## config.mk

```make
export PLATFORM = sky130hd
export DESIGN_NAME = t_pulse_debouncer
export DESIGN_NICKNAME = d
export VERILOG_FILES = /design/src/rtl/t_pulse_debouncer.sv
export SDC_FILE = /design/constraint.sdc
export NUM_CORES = 1
export LEC_CHECK = 0
export BUFFER_PORTS_ARGS = -buffer_cell sky130_fd_sc_hd__clkbuf_2
export CORE_AREA = 2 2 43 45
export DETAILED_ROUTE_END_ITERATION = 10
export DIE_AREA = 0 0 45 47
export PLACE_DENSITY = 0.72
export SLEW_MARGIN = 15
export SYNTH_ARGS = -nofsm -noshare
export SYNTH_HDL_FRONTEND = slang
export SYNTH_SLANG_ARGS = --single-unit
```

## constraint.sdc

```tcl
create_clock -name clk -period 1.8 [get_ports clk]
set_input_delay 0 -clock clk [delete_from_list [all_inputs] [get_ports clk]]
set_output_delay 0 -clock clk [all_outputs]
set_load 0.01 [all_outputs]
```

## src/rtl/t_pulse_debouncer.sv

```systemverilog
// t_pulse_debouncer: synchronizes and debounces a raw button, emitting one t pulse per accepted press.
module t_pulse_debouncer #(
  parameter int DEBOUNCE_CYCLES = 4,
  parameter int COUNT_W = 8
) (
  input  logic               clk,
  input  logic               clear,
  input  logic               btn,
  output logic               t,
  output logic               pressed,
  output logic [COUNT_W-1:0] press_count
);
  localparam int CW = $clog2(DEBOUNCE_CYCLES) + 1;
  localparam logic [CW-1:0] LAST = CW'(DEBOUNCE_CYCLES - 1);
  typedef enum logic [1:0] {IDLE, ARM, HELD, DISARM} state_e;
  state_e             state_q, state_d;
  logic               s1_q, s2_q;
  logic [CW-1:0]      cnt_q, cnt_d;
  logic               t_q, t_d, pressed_q, pressed_d;
  logic [COUNT_W-1:0] count_q, count_d;
  always_ff @(posedge clk) begin
    if (clear) begin
      s1_q      <= 1'b0;
      s2_q      <= 1'b0;
      state_q   <= IDLE;
      cnt_q     <= '0;
      t_q       <= 1'b0;
      pressed_q <= 1'b0;
      count_q   <= '0;
    end else begin
      s1_q      <= btn;
      s2_q      <= s1_q;
      state_q   <= state_d;
      cnt_q     <= cnt_d;
      t_q       <= t_d;
      pressed_q <= pressed_d;
      count_q   <= count_d;
    end
  end
  // cnt counts consecutive synchronized samples disagreeing with the debounced level
  always_comb begin
    state_d   = state_q;
    cnt_d     = cnt_q;
    t_d       = 1'b0;
    pressed_d = pressed_q;
    count_d   = count_q;
    case (state_q)
      IDLE: if (s2_q) begin
        state_d = ARM;
        cnt_d   = CW'(1);
      end
      ARM: if (!s2_q) begin
        state_d = IDLE;
        cnt_d   = '0;
      end else if (cnt_q == LAST) begin
        state_d   = HELD;
        cnt_d     = '0;
        t_d       = 1'b1;
        pressed_d = 1'b1;
        count_d   = count_q + COUNT_W'(1);
      end else cnt_d = cnt_q + CW'(1);
      HELD: if (!s2_q) begin
        state_d = DISARM;
        cnt_d   = CW'(1);
      end
      default: if (s2_q) begin
        state_d = HELD;
        cnt_d   = '0;
      end else if (cnt_q == LAST) begin
        state_d   = IDLE;
        cnt_d     = '0;
        pressed_d = 1'b0;
      end else cnt_d = cnt_q + CW'(1);
    endcase
  end
  assign t           = t_q;
  assign pressed     = pressed_q;
  assign press_count = count_q;
endmodule

```

==> metrics.md <==
| Metric | Value |
|---|---|
| CTS Buf Count | `3` |
| P per Cell Area | `672.0 mW/mm²` |
| Crit Path Class | `reg -> reg` |
| Routability cong. | `roughly 0.8` |
| Worst reg2reg setup slack | `100 ps` |
| Die Wd | `about 45 µm` |
| ANT cells | `0` |
| Worst R2R End | `cnt_q[0]$_SDFFE_PP0P_` |
| Final Setup Violations | `0` |
| Total congestion overflow | `0` |
| Worst IR Drop VDD | `0.0004935 V` |
| Maximum clock frequency | `0.5880 GHz` |
| Layout cells sized above 1 | `21.15%` |
| First-pass GRT wire length | `about 2500 µm` |
| Antenna-violating nets left | `0` |
| Post-CTS Setup Inserts | `0` |
| Cell Int Power | `484.9 µW` |
| Comb pwr share | `under 10%` |
| Critical path cell sequence | `inv_1 > ha_1 > mux2_4 > or4_1 > a21oi_1` |
| Nets | `115` |
| Max stage delay on crit path | `460 ps` |
| Synth Cell Area | `between 800 and 900 µm²` |
| Synthesized instance count | `89` |
| Mean Syn Cell Area | `~9.2 µm²` |
| Initial Utilization | `between 40 and 50%` |
| First-pass iteration count of the detailed router | `3` |
| Slowest library cell on the worst path | `or4_1` |
| Post-synthesis xor/xnor area fraction | `6.422%` |
| Vias per cell | `5.463` |
| CP required | `a little over 2000 ps` |
| CP startpoint kind | `flip-flop` |
| Register area share after synthesis | `41.59%` |
| Worst hold-check path type | `in -> reg` |
| Latest clock arrival within the worst-skew pair | `around 290 ps` |
| CTS max path bufs | `2` |
| Max Cap Violations | `0` |
| Critical path capture point type | `flip-flop` |
| Max Slew Vio Count | `0` |
| Die Height | `47 µm` |
| Lkg Pwr | `0.3926 nW` |
| Worst-Margin Slew | `336.5 ps` |
| Final period util | `94.48%` |
| Distinct cells, synth | `32` |
| Worst reg-to-reg path cell count | `5` |
| WHS Path Cells | `2` |
| Synth Area in Simple Gates | `25.38%` |
| Hold Path Origin | `clear` |
| Min Clock Period, post-route | `roughly 1700 ps` |
| Number of global-route vias before repair | `~630` |
| # DRC | `0` |
| Arrival @ worst endpoint | `1920 ps` |
| Clk sinks | `17` |
| Wirelength, routed | `1427 µm` |
| DP HPWL | `1058 µm` |
| H-tree depth | `1` |
| Critical R2R Launch | `state_q[0]$_SDFFE_PP0P_` |
| Core ar. | `0.001652 mm²` |
| IO Pins | `13` |
| Post-synthesis mux area share | `between 4 and 5%` |
| Clk_skew | `5.379 ps` |
| Post-Syn Nets | `99` |
| Wire per inst | `11.79 µm` |
| Worst-path clk slew | `90 ps` |
| Area of the die | `0.002115 mm²` |
| #FFs+latches synth | `17` |
| Final Cell Area | `942.2 µm²` |
| Main combinational cell family by area after synthesis | `simple AND/OR/NAND/NOR gates` |
| Initial antenna violation count | `0` |
| Largest net degree at the start of global routing | `18` |
| Setup total negative slack | `0 ps` |
| FP Rows | `15` |
| Net Sw Frac | `23.42%` |
| Rel. slew slack | `77.57%` |
| Iter 0 DRT Violations | `13` |
| Final Util | `roughly 57%` |
| P&R area growth vs syn | `15.14%` |
| Hold Path Sink | `cnt_q[1]$_SDFFE_PP0P_` |
| Port Buf Inserts | `12` |
| Switching Power | `148.3 µW` |
| Largest fanout on the critical path | `6` |
| Hold Vio Cnt, Final | `0` |
| Routed vias | `between 600 and 700` |
| Synth warnings | `0` |
| RSZ-0062 raised after global routing | `no` |
| CTS root buf | `clkbuf_4` |
| Synth Area in Adders | `10.70%` |
| Outcome | `complete, no violations` |
| Sequential share of power | `around three fifths` |
| Compound-gate portion of the synthesized area | `9.633%` |
| Clock power share | `31.9%` |
| GRT Total Usage | `16.35%` |
| CTS tree | `yes` |
| Area post-placement | `892.1 µm²` |
==> critical path, delay by kind of cell (launching register included) <==
| family | cells | cell delay, ps |
|---|---|---|
| AO/OA/AOI/OAI | 1 | 130 |
| adder cells (fa/ha/maj) | 1 | 270 |
| buffers and inverters | 1 | 70 |
| flip-flops | 1 | 390 |
| multiplexers | 1 | 300 |
| AND/OR/NAND/NOR | 1 | 460 |
==> flip-flops by register name (all words and copies together), names as in the netlist, named ones only <==
signal       count
t                1
s1_q             1
press_count      8
pressed          1
state_q          1
cnt_q            3
s2_q             1
==> routing by layer <==
layer	GRT usage [%]	vias to the layer above	part of all wire (%)
li1	-	343	-
met1	18.93	304	46
met2	29.14	12	49
met3	5.769	2	4.3
met4	3.529	0	0.42
met5	0	-	0
==> metrics by stage <==
stage	hold WS [ps]	std cells	worst slack [ps]	total power, mW
global placement	214.5	116	95.53	0.4355
detailed placement	225.3	116	48.21	0.4372
floorplan	128.2	89	188.5	0.4283
global route	141.4	121	9.406	0.6702
finish	108.8	121	99.35	0.6332
CTS	117.5	121	17.84	0.6457
==> cell type report <==
cell class,instances,area (µm²)
clock buffer,3,22.52
clock inverter,1,5.005
fill,151,709.4
inverter,2,7.507
multi-input combinational,68,474.2
sequential,17,341.6
tap,17,21.27
timing repair buffer,13,70.07
==> worst max-delay path by stage <==
stage | startpoint | end
floorplan | state_q[0]$_SDFFE_PP0P_ | cnt_q[0]$_SDFFE_PP0P_
global placement | state_q[0]$_SDFFE_PP0P_ | cnt_q[0]$_SDFFE_PP0P_
detailed placement | state_q[0]$_SDFFE_PP0P_ | cnt_q[0]$_SDFFE_PP0P_
CTS | state_q[0]$_SDFFE_PP0P_ | cnt_q[0]$_SDFFE_PP0P_
global route | flip-flop | press_count[5]$_SDFFE_PP0P_
finish | state_q[0]$_SDFFE_PP0P_ | cnt_q[0]$_SDFFE_PP0P_
==> repair_timing <==
action,4_1_cts,5_1_grt
setup endpoints to repair,0,4
resized for setup,0,3
endpoints found under the hold margin,1,0
hold buffers,1,0
==> placed cells by master, fill, tap and decap left out <==
master,count
clkbuf_2,12
or4_1,1
mux2_2,1
o211ai_1,1
o21a_1,1
nor3b_1,1
o21ai_0,2
dfxtp_1,16
nand2b_1,1
or3_1,2
a2bb2oi_1,1
nor4_2,1
nor3_1,2
dfxtp_2,1
inv_1,2
and4b_1,1
dlygate4sd3_1,1
nor2_1,11
clkinv_2,1
nand4_1,2
a22oi_1,1
clkbuf_4,3
nor2b_1,3
nand2_1,6
mux2i_1,1
ha_1,7
xor2_1,3
nand3_1,3
xnor2_1,3
o21bai_1,1
a21oi_1,6
nor3_2,1
and3b_1,1
and3_1,1
or2b_1,1
and3b_2,1
mux2_4,1
==> power groups by stage <==
stage,Sequential (mW),Clock (mW),Combinational (mW)
CTS,0.387,0.215,0.0433
finish,0.387,0.202,0.0439
detailed placement,0.396,0,0.0414
global route,0.389,0.231,0.0501
floorplan,0.394,0,0.0340
global placement,0.395,0,0.0402
==> cell usage after synthesis <==
| cell | n | area (µm²) |
|---|---|---|
| nor2_1 | 11 | 41.29 |
| and4b_1 | 1 | 10.01 |
| mux2_2 | 1 | 11.26 |
| o21bai_1 | 1 | 7.510 |
| and3b_1 | 1 | 8.760 |
| inv_1 | 2 | 7.510 |
| and3_1 | 1 | 6.260 |
| or4_1 | 1 | 7.510 |
| clkbuf_1 | 2 | 7.510 |
| o211ai_1 | 1 | 7.510 |
| nand2b_1 | 1 | 6.260 |
| nand3_1 | 3 | 15.01 |
| nor3b_1 | 1 | 7.510 |
| nor3_1 | 3 | 15.01 |
| nor4_1 | 1 | 6.260 |
| or3_1 | 2 | 12.51 |
| nand4_1 | 2 | 12.51 |
| nor2b_1 | 3 | 18.77 |
| and3b_2 | 1 | 10.01 |
| o21ai_0 | 2 | 10.01 |
| a22oi_1 | 1 | 7.510 |
| a21oi_1 | 6 | 30.03 |
| xor2_1 | 3 | 26.28 |
| or2b_1 | 1 | 7.510 |
| xnor2_1 | 3 | 26.28 |
| ha_1 | 7 | 87.58 |
| dfxtp_1 | 17 | 340.3 |
| o21a_1 | 1 | 7.510 |
| mux2i_1 | 1 | 10.01 |
| a2bb2oi_1 | 1 | 8.760 |
| mux2_4 | 1 | 15.01 |
| nand2_1 | 6 | 22.52 |
==> logic make-up (layout without fill, tap and decap cells) <==
| logic type | Yosys count | count (layout) |
|---|---|---|
| buffers and inverters | 4 | 19 |
| XOR/XNOR | 6 | 6 |
| adder cells (fa/ha/maj) | 7 | 7 |
| flip-flops | 17 | 17 |
| AND/OR/NAND/NOR | 39 | 39 |
| multiplexers | 3 | 3 |
| AO/OA/AOI/OAI | 13 | 13 |
No activity file was read; power rests on OpenSTA's default activity.
